### src/rtl/rf_shadow_checker.sv
// rf_shadow_checker: keeps a shadow copy of a register file from its write port
// and checks each read port of the DUT register file against it.
//
// Ports:
//   clk, rst_n          clock, synchronous active-low reset
//   chk_en              enables read checking (IDLE <-> CHECKING/FAULT)
//   err_clr             clears capture fields and counters
//   wr_en/wr_reg/wr_data   DUT write port (shadow tracks it in every state)
//   rd_reg/rd_data      packed read ports, port i at [i*AW +: AW] / [i*XLEN +: XLEN]
//   err_valid           sticky first-error flag
//   err_code            01 = x0 read nonzero, 10 = data mismatch
//   err_port/err_reg/err_expected/err_actual   first-error capture
//   err_count/chk_count saturating mismatch / port-check counters
//   state               00 IDLE, 01 CHECKING, 10 FAULT

// Per-port expected value and compare.
module rf_shadow_lane #(
  parameter int XLEN   = 32,
  parameter int AW     = 5,
  parameter int BYPASS = 0
) (
  input  logic [AW-1:0]   rd_reg,
  input  logic [XLEN-1:0] rd_data,
  input  logic [XLEN-1:0] shadow_val,
  input  logic            wr_en,
  input  logic [AW-1:0]   wr_reg,
  input  logic [XLEN-1:0] wr_data,
  output logic [XLEN-1:0] expected,
  output logic            mismatch
);
  always_comb begin
    if (rd_reg == '0)
      expected = '0;
    else if (BYPASS != 0 && wr_en && wr_reg == rd_reg)
      expected = wr_data;
    else
      expected = shadow_val;
    // case inequality: an X/Z on the DUT read data counts as a mismatch
    mismatch = (rd_data !== expected);
  end
endmodule


### config.mk
export PLATFORM = sky130hd
export DESIGN_NAME = rf_shadow_lane
export DESIGN_NICKNAME = d
export VERILOG_FILES = /design/src/rtl/rf_shadow_checker.sv
export SDC_FILE = /design/constraint.sdc
export NUM_CORES = 1
export LEC_CHECK = 0
export BUFFER_PORTS_ARGS = -buffer_cell sky130_fd_sc_hd__clkbuf_2
export CAP_MARGIN = 15
export CORE_MARGIN = 3
export CORE_UTILIZATION = 30
export DETAILED_ROUTE_END_ITERATION = 10
export PLACE_DENSITY = 0.81
export REMOVE_ABC_BUFFERS = 1
export SYNTH_ARGS = -nofsm -noshare
export SYNTH_HDL_FRONTEND = slang
export SYNTH_SLANG_ARGS = --single-unit
### constraint.sdc
create_clock -name vclk -period 2.75
set_input_delay 0.4125 -clock vclk [all_inputs]
set_output_delay 0.4125 -clock vclk [all_outputs]
set_load 0.1 [all_outputs]
Word level (Yosys, flattened, before mapping)
Cells that the tools add are included.

word-level totals
  flip-flop bits (word level) = 0
  bits of input ports = 107
  output and inout port bits = 33
  logic and storage cells = 3

operators by class
  eq/ne operators = 1
  mux-type cells = 1
  reduce and logical (&&, ||, !) cells = 1

operators with widths
  kind               count
  2-to-1 mux 32 bit  1
  !== test 32 bit    1
  zero test 5 bit    1

Logic depth before layout (Yosys ltp)
Gate-level depths: netlist of the first run.

  depth after elaboration = 3
  depth in mapped cells = 8
  depth with buffers taken out = 6

Worst setup path before layout of the first run
No wires, ideal clock.

  kind = in2out
  start = input port rd_reg[1]
  end = output port expected[0]
  arrival time = 2719 ps
  required time = 2338 ps
  setup slack = -381 ps
  stages = 7
  path buffers = 4
  cell sequence = inv_1 > and2_4 > buf_2 > buf_2 > buf_1 > clkbuf_1 > nor2b_1

between the ends
  word-level cells in the longest chain between the ends = 2

ends and longest elaborated chain
  what               RTL line  text
  from (decl)        22        input logic [AW-1:0] rd_reg,
  zero test 5 bit    32        if (rd_reg == '0)
  2-to-1 mux 32 bit  32
  to (decl)          28        output logic [XLEN-1:0] expected,

Every way passes these cells.

Final worst setup path of the first run
  start = input port rd_reg[2]
  end = output port mismatch

between the ends
  word-level cells in the longest chain between the ends = 3

ends and longest elaborated chain
  what               RTL line  text
  zero test 5 bit    32
  2-to-1 mux 32 bit  32
  !== test 32 bit    39        mismatch = (rd_data !== expected);
  to (decl)          29        output logic mismatch

Every way passes these cells.

==> results of run 1 <==
## tightest hold or removal path, delay by kind of cell
kind	cells	cell delay, ns
buffers and inverters	2	0.26
AO/OA/AOI/OAI	1	0.08
AND/OR/NAND/NOR	2	0.20
## worst max-delay path by stage
stage,slack (ns),start,to
finish,-0.18,rd_reg[2],mismatch
global route,-0.28,rd_reg[2],mismatch
CTS,-0.18,rd_reg[0],mismatch
detailed placement,-0.20,rd_reg[0],mismatch
global placement,-0.20,rd_reg[0],mismatch
floorplan,-0.55,rd_reg[0],mismatch
## metrics by stage
| stage | worst slack [ns] | power (mW) | instance area, um2 |
|---|---|---|---|
| floorplan | -0.555 | 0.296 | 940 |
| global route | -0.277 | 0.441 | 1610 |
| finish | -0.178 | 0.415 | 1610 |
| detailed placement | -0.197 | 0.413 | 1580 |
| CTS | -0.176 | 0.414 | 1590 |
| global placement | -0.197 | 0.409 | 1580 |
## synth_stat cells (all sizes together)
cell type / count / area, um2
a21oi: 6 / 30.0
a31oi: 16 / 100
and2: 1 / 8.76
buf: 3 / 13.8
clkbuf: 3 / 11.3
inv: 1 / 3.75
nand2: 2 / 7.51
nand4: 3 / 18.8
nor2: 26 / 97.6
nor2b: 32 / 200
nor3: 1 / 5.00
nor4: 1 / 21.3
nor4bb: 15 / 150
o32a: 2 / 20.0
o32ai: 14 / 123
or3: 1 / 6.26
or4: 1 / 7.51
xnor2: 16 / 140
## power breakdown
part / total (mW) / leakage, nW / internal [mW] / switching, mW
registers: 0 / 0 / 0 / 0
clock network: 0 / 0 / 0 / 0
logic: 0.415 / 0.751 / 0.117 / 0.298
## cells by family after synthesis
kind of cell	Yosys count
buf+inv	7
compound gates	38
simple gates	83
xor+xnor	16
## layout make-up
class | count | area [um2]
Fill cell | 299 | 1290
Timing Repair Buffer | 108 | 596
Multi-Input combinational cell | 137 | 958
Tap cell | 42 | 52.6
Inverter | 1 | 3.75
## what timing repair did
item                       CTS  global route
hold buffers                 0             0
pin swaps                    0             4
resized for setup            1             4
buffers inserted             0             1
setup endpoints to repair    1             1
## routing by layer
layer,up-vias,routed length (um)
met2,74,1480
li1,767,-
met1,634,1300
met5,-,0
met3,2,350
met4,0,21
==> results.json, run 1 <==
{
  "run_status": "finished, violations left",
  "failed_checks": "negative setup slack",
  "most-common-layout-cells": "101 x sky130_fd_sc_hd__clkbuf_2, 32 x sky130_fd_sc_hd__nor2b_1, 25 x sky130_fd_sc_hd__nor2_1",
  "final.hold.worst_slack_ns": 1.38,
  "layout_setup_ws_ns": -0.178,
  "routed_wirelength_um": 3160,
  "hp-class": "primary input to output pin",
  "global_route_wire_length_before_repair_um": 5270,
  "drv.max_cap_violation_count": 0,
  "critical_setup_path_class": "primary input to output pin",
  "route.antenna.remaining_nets": 0,
  "routed-via-count": 1477,
  "core.rowCount": 19,
  "timing.critical_path.from_type": "primary input",
  "drt-initial-drc-count": 87,
  "cp.buffers_inverters": 3,
  "starting_density_of_the_core_pct": 33.3,
  "largest_net_degree_at_the_start_of_global_routing": 30,
  "drc": 0,
  "synth.distinct_cells": 19,
  "crit_path_max_incr_delay_ns": 0.53,
  "fp.coreArea_um2": 2900,
  "synth_sequential_area_ratio_pct": 0,
  "timing.setup.tns_ns": -0.178,
  "grt_pass1_vias": 1319,
  "die_area_um2": 3930,
  "cpLargestDelayFamily": "simple AND/OR/NAND/NOR gates",
  "worst-endpoint-required_ns": 2.34,
  "drt_pass1_iterations": 4,
  "yosys.area_share.xor_xnor_pct": 14.5,
  "worst_path_max_delay_cell": "sky130_fd_sc_hd__or4_4",
  "antenna-diode-count": 0,
  "gp_routability_congestion": 0.687,
  "worst_hold_startpoint": "rd_data[22]",
  "p_leak_nw": 0.751,
  "worstPathMaxFanout": 4,
  "busiest_layer": "met2",
  "syn_to_final_growth_pct": 66.9,
  "critical_path_depth": 9,
  "place_inst": 287,
  "worst_setup_path_end_kind": "output pin",
  "groute.layer.met1.usage_pct": 17.9,
  "use_met3_pct": 2.52,
  "synth_simple_gate_area_share_pct": 54.2,
  "max-vdd-ir-drop_uv": 117,
  "synth-compound-area-share_pct": 28.3,
  "final-hold-violation-count": 0,
  "port_buffers": 102,
  "setup_violations": 1,
  "main_combinational_cell_family_by_area_after_synthesis": "simple AND/OR/NAND/NOR gates",
  "syn-instance-count": 144,
  "hpwl_um": 2720,
  "power.density_nw_per_um2": 258,
  "wire_per_inst_um": 11.0,
  "die_y_um": 62.7,
  "finalCritPeriodShare_pct": 106,
  "groute.layer.met2.usage_pct": 28.5,
  "num_io_pins": 140,
  "overflow": 0,
  "synth.mux.area_fraction_pct": 0,
  "cell_breakdown_of_the_critical_path": "clkbuf_2 -> nor4_4 -> buf_4 -> and2_4 -> nor2_2 -> o32a_1 -> or4_4 -> or3_4 -> buf_12",
  "num-nets-final": 355,
  "finalMaxSlewViolations": 0,
  "grt.total_usage_pct": 14.9,
  "period_minus_slack_ns": 2.93,
  "commonest_non_fill_non_tap_cell_in_the_layout": "sky130_fd_sc_hd__clkbuf_2",
  "layout.clock_buffers": 0,
  "drive_above_1_share_pct": 46.7,
  "rsz0062_at_grt": "yes",
  "post_synth_instance_area_um2": 965,
  "synth_fa_ha_area_share_pct": 0,
  "yosys_warnings": 0,
  "worstHoldPathCells": 5,
  "initial_antenna_violation_count": 0,
  "crit_arrival_ns": 2.52,
  "fmax_mhz": 342,
  "die_w_um": 62.7,
  "area.sequential_um2": 0,
  "fin_cells": 288,
  "utilization_pct": 55.5,
  "postSynthAreaPerCell_um2": 6.70,
  "numSequentialCells": 0,
  "vias_per_cell": 5.13,
  "hold_path_end": "mismatch",
  "slew_limit_headroom_pct": 62.8,
  "worst-slew-pin-transition_ns": 0.561
}
(Power assumes the default switching activity.)
==> run 2: changes to the inputs <==
- CORE_UTILIZATION: 30 -> 32
- PLACE_DENSITY: 0.81 -> 0.85
==> run 2 against run 1 <==
Effect of this change: the run still ends with negative setup slack left; largest cell class unchanged; power is 0.82% higher; highest routed layer unchanged; clock-buffer cell count stayed put; core utilization is 1.5 points higher; cell count is 3.8% lower; cell area is 0.70% lower; largest power group unchanged; critical endpoint unchanged; maximum frequency is 1.5% higher.
==> results.json, run 2 (same netlist as run 1, synthesis figures left out) <==
{
  "run_status": "finished, violations left",
  "failed_checks": "negative setup slack",
  "comb_power_share_pct": 100.0,
  "hold_path_end": "mismatch",
  "commonest_non_fill_non_tap_cell_in_the_layout": "sky130_fd_sc_hd__clkbuf_2",
  "worst-slew-pin-transition_ns": 0.550,
  "drt-initial-drc-count": 100,
  "p_sw_share_pct": 71.9,
  "finalCritPeriodShare_pct": 105,
  "layout.clock_buffers": 0,
  "numSequentialCells": 0,
  "place_inst": 277,
  "post-layout-total-power_mw": 0.419,
  "hp-class": "primary input to output pin",
  "rsz0062_at_grt": "yes",
  "worstPathMaxFanout": 6,
  "worst-endpoint-required_ns": 2.34,
  "p_leak_nw": 0.751,
  "drv.max_cap_violation_count": 0,
  "num-nets-final": 355,
  "wire_per_inst_um": 11.6,
  "syn_to_final_growth_pct": 65.8,
  "initial_antenna_violation_count": 0,
  "fmax_mhz": 347,
  "route.antenna.remaining_nets": 0,
  "overflow": 0,
  "most-common-layout-cells": "101 x sky130_fd_sc_hd__clkbuf_2, 32 x sky130_fd_sc_hd__nor2b_1, 26 x sky130_fd_sc_hd__nor2_1",
  "hpwl_um": 2710,
  "drc": 0,
  "max-vdd-ir-drop_uv": 119,
  "die_w_um": 60.9,
  "period_minus_slack_ns": 2.89,
  "cts_setup_buffers": 0,
  "antenna-diode-count": 0,
  "grt_pass1_vias": 1216,
  "worstHoldPathCells": 5,
  "timing.setup.tns_ns": -0.136,
  "crit_arrival_ns": 2.47,
  "largest_net_degree_at_the_start_of_global_routing": 38,
  "gp_routability_congestion": 0.689,
  "power.density_nw_per_um2": 262,
  "slew_limit_headroom_pct": 63.5,
  "global_route_wire_length_before_repair_um": 4520,
  "routed-via-count": 1488,
  "worst_hold_startpoint": "rd_data[22]",
  "setup_violations": 1,
  "fp.coreArea_um2": 2810,
  "grt.total_usage_pct": 14.6,
  "worst_setup_path_end_kind": "output pin",
  "core.rowCount": 19,
  "clock_power_share_pct": 0,
  "critical_setup_path_class": "primary input to output pin",
  "layout_setup_ws_ns": -0.136,
  "cellInternalPower_mw": 0.118,
  "drt_pass1_iterations": 4,
  "cell_breakdown_of_the_critical_path": "clkbuf_2 -> nor4_4 -> buf_4 -> a21oi_1 -> o32ai_2 -> nand4_1 -> or4_4 -> or3_4 -> buf_12",
  "fin_cells": 277,
  "p_sw_mw": 0.301,
  "timing.critical_path.from_type": "primary input",
  "starting_density_of_the_core_pct": 34.4,
  "finalMaxSlewViolations": 0,
  "final-hold-violation-count": 0,
  "drive_above_1_share_pct": 48.0,
  "share_seq_of_total_power_pct": 0,
  "crit_path_max_incr_delay_ns": 0.43,
  "die_y_um": 60.9,
  "worst_path_max_delay_cell": "sky130_fd_sc_hd__or4_4",
  "die_area_um2": 3710,
  "port_buffers": 102,
  "num_io_pins": 140,
  "dp_slack_ns": -0.170,
  "area.sequential_um2": 0,
  "vias_per_cell": 5.37,
  "routed_wirelength_um": 3220
}
-- run 2: cell counts in the layout (fill, tap and decap cells not counted) --
No cell type changed its count.
-- run 2: worst max path at each step --
stage               from       end  slack, ns  cells after the start
3_3_place_gp   rd_reg[0]  mismatch      -0.18                      9
2_1_floorplan  rd_reg[0]  mismatch      -0.55                      6
3_5_place_dp   rd_reg[0]  mismatch      -0.17                      9
4_1_cts        rd_reg[0]  mismatch      -0.14                      9
6_report       rd_reg[2]  mismatch      -0.14                      9
5_1_grt        rd_reg[2]  mismatch      -0.22                      9
-- run 2: power groups by stage --
| stage | Combinational, mW | Clock (mW) | Sequential, mW |
|---|---|---|---|
| 2_1_floorplan | 0.296 | 0 | 0 |
| 5_1_grt | 0.444 | 0 | 0 |
| 6_report | 0.419 | 0 | 0 |
| 4_1_cts | 0.413 | 0 | 0 |
| 3_3_place_gp | 0.407 | 0 | 0 |
| 3_5_place_dp | 0.412 | 0 | 0 |
-- run 2: cell type report --
type               instances  area, um2
fillers                  281       1210
multi-input cells        137        982
repair buffers           108        574
well taps                 31       38.8
inverters                  1       3.75
-- run 2: per-stage QoR --
| stage | hold WS, ns | utilization, % | instance area [um2] |
|---|---|---|---|
| floorplan | 1.26 | - | 940 |
| global placement | 1.40 | 55.2 | 1550 |
| detailed placement | 1.41 | 55.2 | 1550 |
| CTS | 1.37 | 55.5 | 1560 |
| global route | 1.40 | 57.0 | 1600 |
| finish | 1.37 | 57.0 | 1600 |
-- run 2: what timing repair did --
action / in CTS / in global routing
hold buffers: 0 / 0
gates resized for setup: 2 / 7
endpoints found under the setup margin: 1 / 1
pin swaps: 0 / 5
-- run 2: critical path: cells and delay by family --
kind,cells,cell delay (ns)
and+or+nand+nor,4,1.25
buffers and inverters,3,0.47
AOI/OAI and AO/OA,2,0.34
-- run 2: metal layers --
| layer | GRT usage (%) | up-vias | wire length (um) |
|---|---|---|---|
| met5 | 0 | - | 0 |
| met2 | 29.6 | 65 | 1620 |
| li1 | - | 767 | - |
| met1 | 17.0 | 654 | 1320 |
| met3 | 1.28 | 2 | 269 |
| met4 | 0.929 | 0 | 12 |
